### src/rtl/id_ex_pipe_stage.sv
// ID/EX pipeline register: captures decode outputs, splits the EX control bundle,
// forms the jump target, and supports hazard stall/flush with a saturating bubble counter.
module id_ex_pipe_stage #(
  parameter int unsigned DATA_W  = 32,
  parameter int unsigned REG_W   = 5,
  parameter int unsigned ALUOP_W = 3,
  parameter int unsigned CNT_W   = 8
) (
  input  logic                 clk,
  input  logic                 rst,
  input  logic                 stall,
  input  logic                 flush,
  input  logic                 in_valid,
  input  logic                 jump,
  input  logic [DATA_W-5:0]    jaddr_in,
  input  logic [1:0]           wb_in,
  input  logic [2:0]           m_in,
  input  logic [ALUOP_W+1:0]   ex_in,
  input  logic [DATA_W-1:0]    pc4_in,
  input  logic [DATA_W-1:0]    rs_data_in,
  input  logic [DATA_W-1:0]    rt_data_in,
  input  logic [DATA_W-1:0]    imm_in,
  input  logic [REG_W-1:0]     rt_addr_in,
  input  logic [REG_W-1:0]     rd_addr_in,
  output logic [1:0]           wb_out,
  output logic [2:0]           m_out,
  output logic                 reg_dst,
  output logic [ALUOP_W-1:0]   alu_op,
  output logic                 alu_src,
  output logic [DATA_W-1:0]    pc4_out,
  output logic [DATA_W-1:0]    rs_data_out,
  output logic [DATA_W-1:0]    rt_data_out,
  output logic [DATA_W-1:0]    imm_out,
  output logic [REG_W-1:0]     rt_addr_out,
  output logic [REG_W-1:0]     rd_addr_out,
  output logic [DATA_W-1:0]    jump_target,
  output logic                 jump_out,
  output logic                 valid_out,
  output logic [CNT_W-1:0]     bubble_cnt
);

  localparam int unsigned EX_W = ALUOP_W + 2;

  logic [CNT_W-1:0] cnt_inc;

  // Saturating increment of the bubble counter
  always_comb begin
    cnt_inc = bubble_cnt;
    if (bubble_cnt != {CNT_W{1'b1}}) begin
      cnt_inc = bubble_cnt + CNT_W'(1);
    end
  end

  // Pipeline register: rst > flush > stall > load
  always_ff @(posedge clk or posedge rst) begin
    if (rst) begin
      wb_out      <= '0;
      m_out       <= '0;
      reg_dst     <= 1'b0;
      alu_op      <= '0;
      alu_src     <= 1'b0;
      pc4_out     <= '0;
      rs_data_out <= '0;
      rt_data_out <= '0;
      imm_out     <= '0;
      rt_addr_out <= '0;
      rd_addr_out <= '0;
      jump_target <= '0;
      jump_out    <= 1'b0;
      valid_out   <= 1'b0;
      bubble_cnt  <= '0;
    end else if (flush) begin
      wb_out      <= '0;
      m_out       <= '0;
      reg_dst     <= 1'b0;
      alu_op      <= '0;
      alu_src     <= 1'b0;
      pc4_out     <= '0;
      rs_data_out <= '0;
      rt_data_out <= '0;
      imm_out     <= '0;
      rt_addr_out <= '0;
      rd_addr_out <= '0;
      jump_target <= '0;
      jump_out    <= 1'b0;
      valid_out   <= 1'b0;
      bubble_cnt  <= cnt_inc;
    end else if (!stall) begin
      pc4_out     <= pc4_in;
      rs_data_out <= rs_data_in;
      rt_data_out <= rt_data_in;
      imm_out     <= imm_in;
      rt_addr_out <= rt_addr_in;
      rd_addr_out <= rd_addr_in;
      jump_target <= {pc4_in[DATA_W-1 -: 4], jaddr_in};
      valid_out   <= in_valid;
      if (in_valid) begin
        wb_out   <= wb_in;
        m_out    <= m_in;
        reg_dst  <= ex_in[EX_W-1];
        alu_op   <= ex_in[ALUOP_W:1];
        alu_src  <= ex_in[0];
        jump_out <= jump;
      end else begin
        // Upstream bubble: squash control so nothing downstream acts on it
        wb_out     <= '0;
        m_out      <= '0;
        reg_dst    <= 1'b0;
        alu_op     <= '0;
        alu_src    <= 1'b0;
        jump_out   <= 1'b0;
        bubble_cnt <= cnt_inc;
      end
    end
  end

endmodule

### config.mk
export PLATFORM = sky130hd
export DESIGN_NAME = id_ex_pipe_stage
export DESIGN_NICKNAME = d
export VERILOG_FILES = /design/src/rtl/id_ex_pipe_stage.sv
export SDC_FILE = /design/constraint.sdc
export NUM_CORES = 1
export LEC_CHECK = 0
export ABC_AREA = 1
export CORE_UTILIZATION = 30
export CTS_CLUSTER_SIZE = 14
export DETAILED_ROUTE_END_ITERATION = 6
export HOLD_SLACK_MARGIN = 0.1
export REMOVE_ABC_BUFFERS = 1
export SYNTH_ARGS = -nofsm -noshare
export SYNTH_HDL_FRONTEND = slang
export SYNTH_SLANG_ARGS = --single-unit
### constraint.sdc
create_clock -name clk -period 9 [get_ports clk]
set_input_delay 2.25 -clock clk [delete_from_list [all_inputs] [get_ports clk]]
set_output_delay 2.25 -clock clk [all_outputs]
set_load 0.02 [all_outputs]
==> out/results.md <==
| Result | Value | Unit |
|---|---|---|
| Total vias in the final route | 5,596 | - |
| CP Buf/Inv Count | 4 | - |
| Cell mode on critical path | sky130_fd_sc_hd__buf_4 | - |
| Area share of the leading cell type in the synthesized netlist | 68.71 | % |
| Instance count of the mapped netlist | 492 | - |
| Longest Clk Path Bufs | 2 | - |
| CTS tree | done | - |
| Antenna violations before repair | 0 | - |
| Total clock buffers created by CTS | 17 | - |
| Gr usage total | 18.71 | % |
| Clock Skew | 0.004622 | ns |
| Layout cell share with drive strength beyond 1 | 4.784 | % |
| Family with the most delay on the worst path | buffers and inverters | - |
| Setup repair after global routing missed its margin | false | - |
| Kind of path behind the tightest hold check | flop to flop | - |
| Worst Reg-to-Reg Cells | 8 | - |
| Ordered list of cells on the worst path | clkdlybuf4s50_1 -> inv_2 -> nor2_4 -> buf_4 -> buf_4 -> a22o_1 | - |
| Post-CTS setup buffers | 0 | - |
| Most frequent standard cell in the layout excluding fill and tap cells | sky130_fd_sc_hd__clkdlybuf4s50_1 | - |
| Final Net Count | 1,027 | - |
| Fraction of met1 tracks used by global routing | 22.29 | % |
| Highest cell delay on the worst timing path | 0.94 | ns |
| R2r startpoint | bubble_cnt[0]$_DFFE_PP0P_ | - |
| Final non-filler cell total | 1,137 | - |
| Cell with the largest stage delay on the worst path | sky130_fd_sc_hd__buf_4 | - |
| Final Hold Viols | 0 | - |
| Total DRC errors in the routed layout | 29 | - |
| Reg clk slew, reported paths | 0.07 | ns |
| Required time of the critical path | 9.36 | ns |
| Cells resized by post-CTS repair | 0 | - |
| Capture endpoint of the worst hold path | alu_src$_DFFE_PP0P_ | - |
| Wire length of the first global-routing pass | 33,950 | um |
| Maximum clock frequency | 219.9 | MHz |
| Worst reg2reg path endpoint | bubble_cnt[3]$_DFFE_PP0P_ | - |
| WP data arrival | 4.90 | ns |
| Top cell type by total area after synthesis | sky130_fd_sc_hd__dfrtp_1 | - |
| Sink Count | 186 | - |
| Power per standard cell area | 183.4 | nW/um^2 |
| Synthesized area | 6774 | um^2 |
| Effective utilization at floorplan | 30.85 | % |
| Flops & latches, synth | 186 | - |
| Largest cells by area after synthesis | sky130_fd_sc_hd__dfrtp_1 (69%), sky130_fd_sc_hd__a22o_1 (21%), sky130_fd_sc_hd__nand2_1 (3.2%) | - |
| Sequential cell area fraction in the yosys report | 68.71 | % |
| Die Footprint | 23,180 | um^2 |
| Final Wtd Congestion | 0.8246 | - |
| Level count of the clock H-tree | 4 | - |
| Source of the worst hold timing path | alu_src$_DFFE_PP0P_ | - |
| Maxcap violations | 0 | - |
| Worst slew pin tran | 1.163 | ns |
| Die span in x | 152.3 | um |
| Area of the core region | 21,960 | um^2 |
| Startpoint types | input port | - |
| Number of setup violations in the final report | 0 | - |
| Port Buf Inserts | 371 | - |
| HPWL after detailed placement | 14,860 | um |
| Max-Slew Margin vs Limit | 22.45 | % |
| Hold Crit Depth | 2 | - |
| Number of buffers added to fix hold violations after cts | 0 | - |
| DRT iter0 DRCs | 361 | - |
| Detailed Route WL | 21,490 | um |
| Number of distinct library cells after synthesis | 18 | - |
| Largest vdd supply drop | 110.8 | uV |
| Failing checks | DRC | - |
| Standard-cell rows | 54 | - |
| # fillers | 1,885 | - |
| Post-synthesis average cell area | 13.77 | um^2 |
| Via count of the first global-routing pass | 5,979 | - |
| Count of placed standard cells including taps | 1,105 | - |
| Post-Route Setup TNS | 0 | ns |
| Leakage | 4.956 | nW |
| DRT Pass-1 Iters | 7 | - |
| Class of the most critical setup path | input port to flop | - |
| Chip Height | 152.3 | um |
| IO Count | 372 | - |
| Largest fanout on the critical path | 104 | - |
| Clock period minus final worst setup slack | 4.547 | ns |
| Vias per cell | 4.922 | - |
| Area growth from synthesis to layout | 65.81 | % |
| Buffer cell driving the clock tree root | sky130_fd_sc_hd__clkbuf_16 | - |
| Total global routing overflow | 0 | - |
| Layer with the highest usage | met2 | - |
| Met2 Usage GRT | 31.03 | % |
| Commonest cells after routing, fill and taps aside | sky130_fd_sc_hd__clkdlybuf4s50_1 (371), sky130_fd_sc_hd__dfrtp_1 (186), sky130_fd_sc_hd__a22o_1 (166), sky130_fd_sc_hd__nand2_1 (57), sky130_fd_sc_hd__clkbuf_16 (17) | - |
| Number of nets still failing antenna checks after routing | 0 | - |
| Largest net degree at the start of global routing | 116 | - |
| Number of diodes | 0 | - |
| Tcrit/Tclk final | 50.52 | % |
| Internal reg-to-reg setup slack | 7.49 | ns |
| Met3 usage in global routing | 6.485 | % |
| Status | finished, violations left | - |
| Average wire per standard cell | 18.90 | um |
| Type of destination of the critical path | flop | - |
| Final count of pins violating max slew | 0 | - |
| Number of warnings reported in the yosys synthesis log | 0 | - |
| Latest clock arrival within the worst-skew pair | 0.42 | ns |
-- worst register-to-register path, stage by stage, from the launching register on --
cell and delay (ns):
sky130_fd_sc_hd__dfrtp_1 0.45, sky130_fd_sc_hd__ha_1 0.24, sky130_fd_sc_hd__inv_1 0.05, sky130_fd_sc_hd__nor2_1 0.11, sky130_fd_sc_hd__nand2_1 0.06, sky130_fd_sc_hd__nand2_1 0.24
sky130_fd_sc_hd__inv_2 0.12, sky130_fd_sc_hd__nand2_1 0.08, sky130_fd_sc_hd__nand2_1 0.05
-- synth_stat cells --
cell type	n
sky130_fd_sc_hd__xor2_1	1
sky130_fd_sc_hd__dfrtp_1	186
sky130_fd_sc_hd__inv_2	2
sky130_fd_sc_hd__nor2_2	2
sky130_fd_sc_hd__nor2_1	8
sky130_fd_sc_hd__xnor2_1	2
sky130_fd_sc_hd__buf_1	2
sky130_fd_sc_hd__inv_1	6
sky130_fd_sc_hd__a22o_1	166
sky130_fd_sc_hd__nand3_1	15
sky130_fd_sc_hd__clkbuf_1	7
sky130_fd_sc_hd__nand4_1	1
sky130_fd_sc_hd__ha_1	1
sky130_fd_sc_hd__o21bai_1	1
sky130_fd_sc_hd__buf_2	17
sky130_fd_sc_hd__buf_4	17
sky130_fd_sc_hd__o21ai_0	1
sky130_fd_sc_hd__nand2_1	57
-- registers in the layout, summed over array words and instances (netlist names) --
| signal | count |
|---|---|
| imm_out | 32 |
| rt_addr_out | 5 |
| rs_data_out | 32 |
| alu_op | 3 |
| alu_src | 1 |
| m_out | 3 |
| reg_dst | 1 |
| jump_target | 28 |
| jump_out | 1 |
| rd_addr_out | 5 |
| rt_data_out | 32 |
| pc4_out | 32 |
| bubble_cnt | 8 |
| valid_out | 1 |
| wb_out | 2 |
-- cell families (layout without fill, tap and decap cells) --
kind of cell	Yosys count	in the layout	share of synthesized area (%)
xor gates and xnor gates	3	3	0.3880
adders and majority gates	1	1	0.1847
buffers and inverters	51	416	4.082
AOI/OAI and AO/OA	168	168	21.65
DFF	186	186	68.71
and+or+nand+nor	83	83	4.987
-- power by group --
group	switching (mW)	internal, mW	total (mW)
registers	0.0442	0.890	0.934
logic	0.183	0.209	0.392
clock network	0.361	0.373	0.733
total	0.589	1.47	2.06
-- cell type report --
type	count	area [um^2]	area share, %
Sequential cell	186	4654	41.44
Timing Repair Buffer	376	3751	33.40
Multi-Input combinational cell	255	1853	16.50
Clock buffer	18	429.2	3.821
Tap cell	280	350.3	3.119
Clock inverter	14	158.9	1.415
Inverter	8	35.03	0.3119
-- stage by stage --
stage	cell area, um^2	worst slack (ns)	power [mW]	utilization, %	hold WS, ns
after floorplan	6528	1.693	1.111	-	0.5914
after global placement	10640	4.141	1.337	48.47	0.4622
after detailed placement	10640	4.027	1.344	48.47	0.4706
after CTS	11230	4.491	2.088	51.15	0.4905
after global routing	11230	4.286	2.154	51.15	0.5116
final	11230	4.453	2.059	51.15	0.4811
-- layer usage --
metal,vias up,part of all wire (%)
met1,2813,39
met3,32,8.2
met4,0,2.8
li1,2514,-
met2,237,50
met5,-,0
-- worst max path at each step --
stage / from / to / slack, ns / cells after the start
finish: stall / imm_out[7]$_DFFE_PP0P_ / 4.45 / 6
global route: stall / pc4_out[4]$_DFFE_PP0P_ / 4.29 / 6
CTS: stall / rs_data_out[21]$_DFFE_PP0P_ / 4.49 / 6
detailed placement: stall / pc4_out[9]$_DFFE_PP0P_ / 4.03 / 6
global placement: stall / pc4_out[0]$_DFFE_PP0P_ / 4.14 / 6
floorplan: rst / alu_op[0]$_DFFE_PP0P_ / 1.69 / 1
Note: power is estimated with default switching activity, not from simulation.
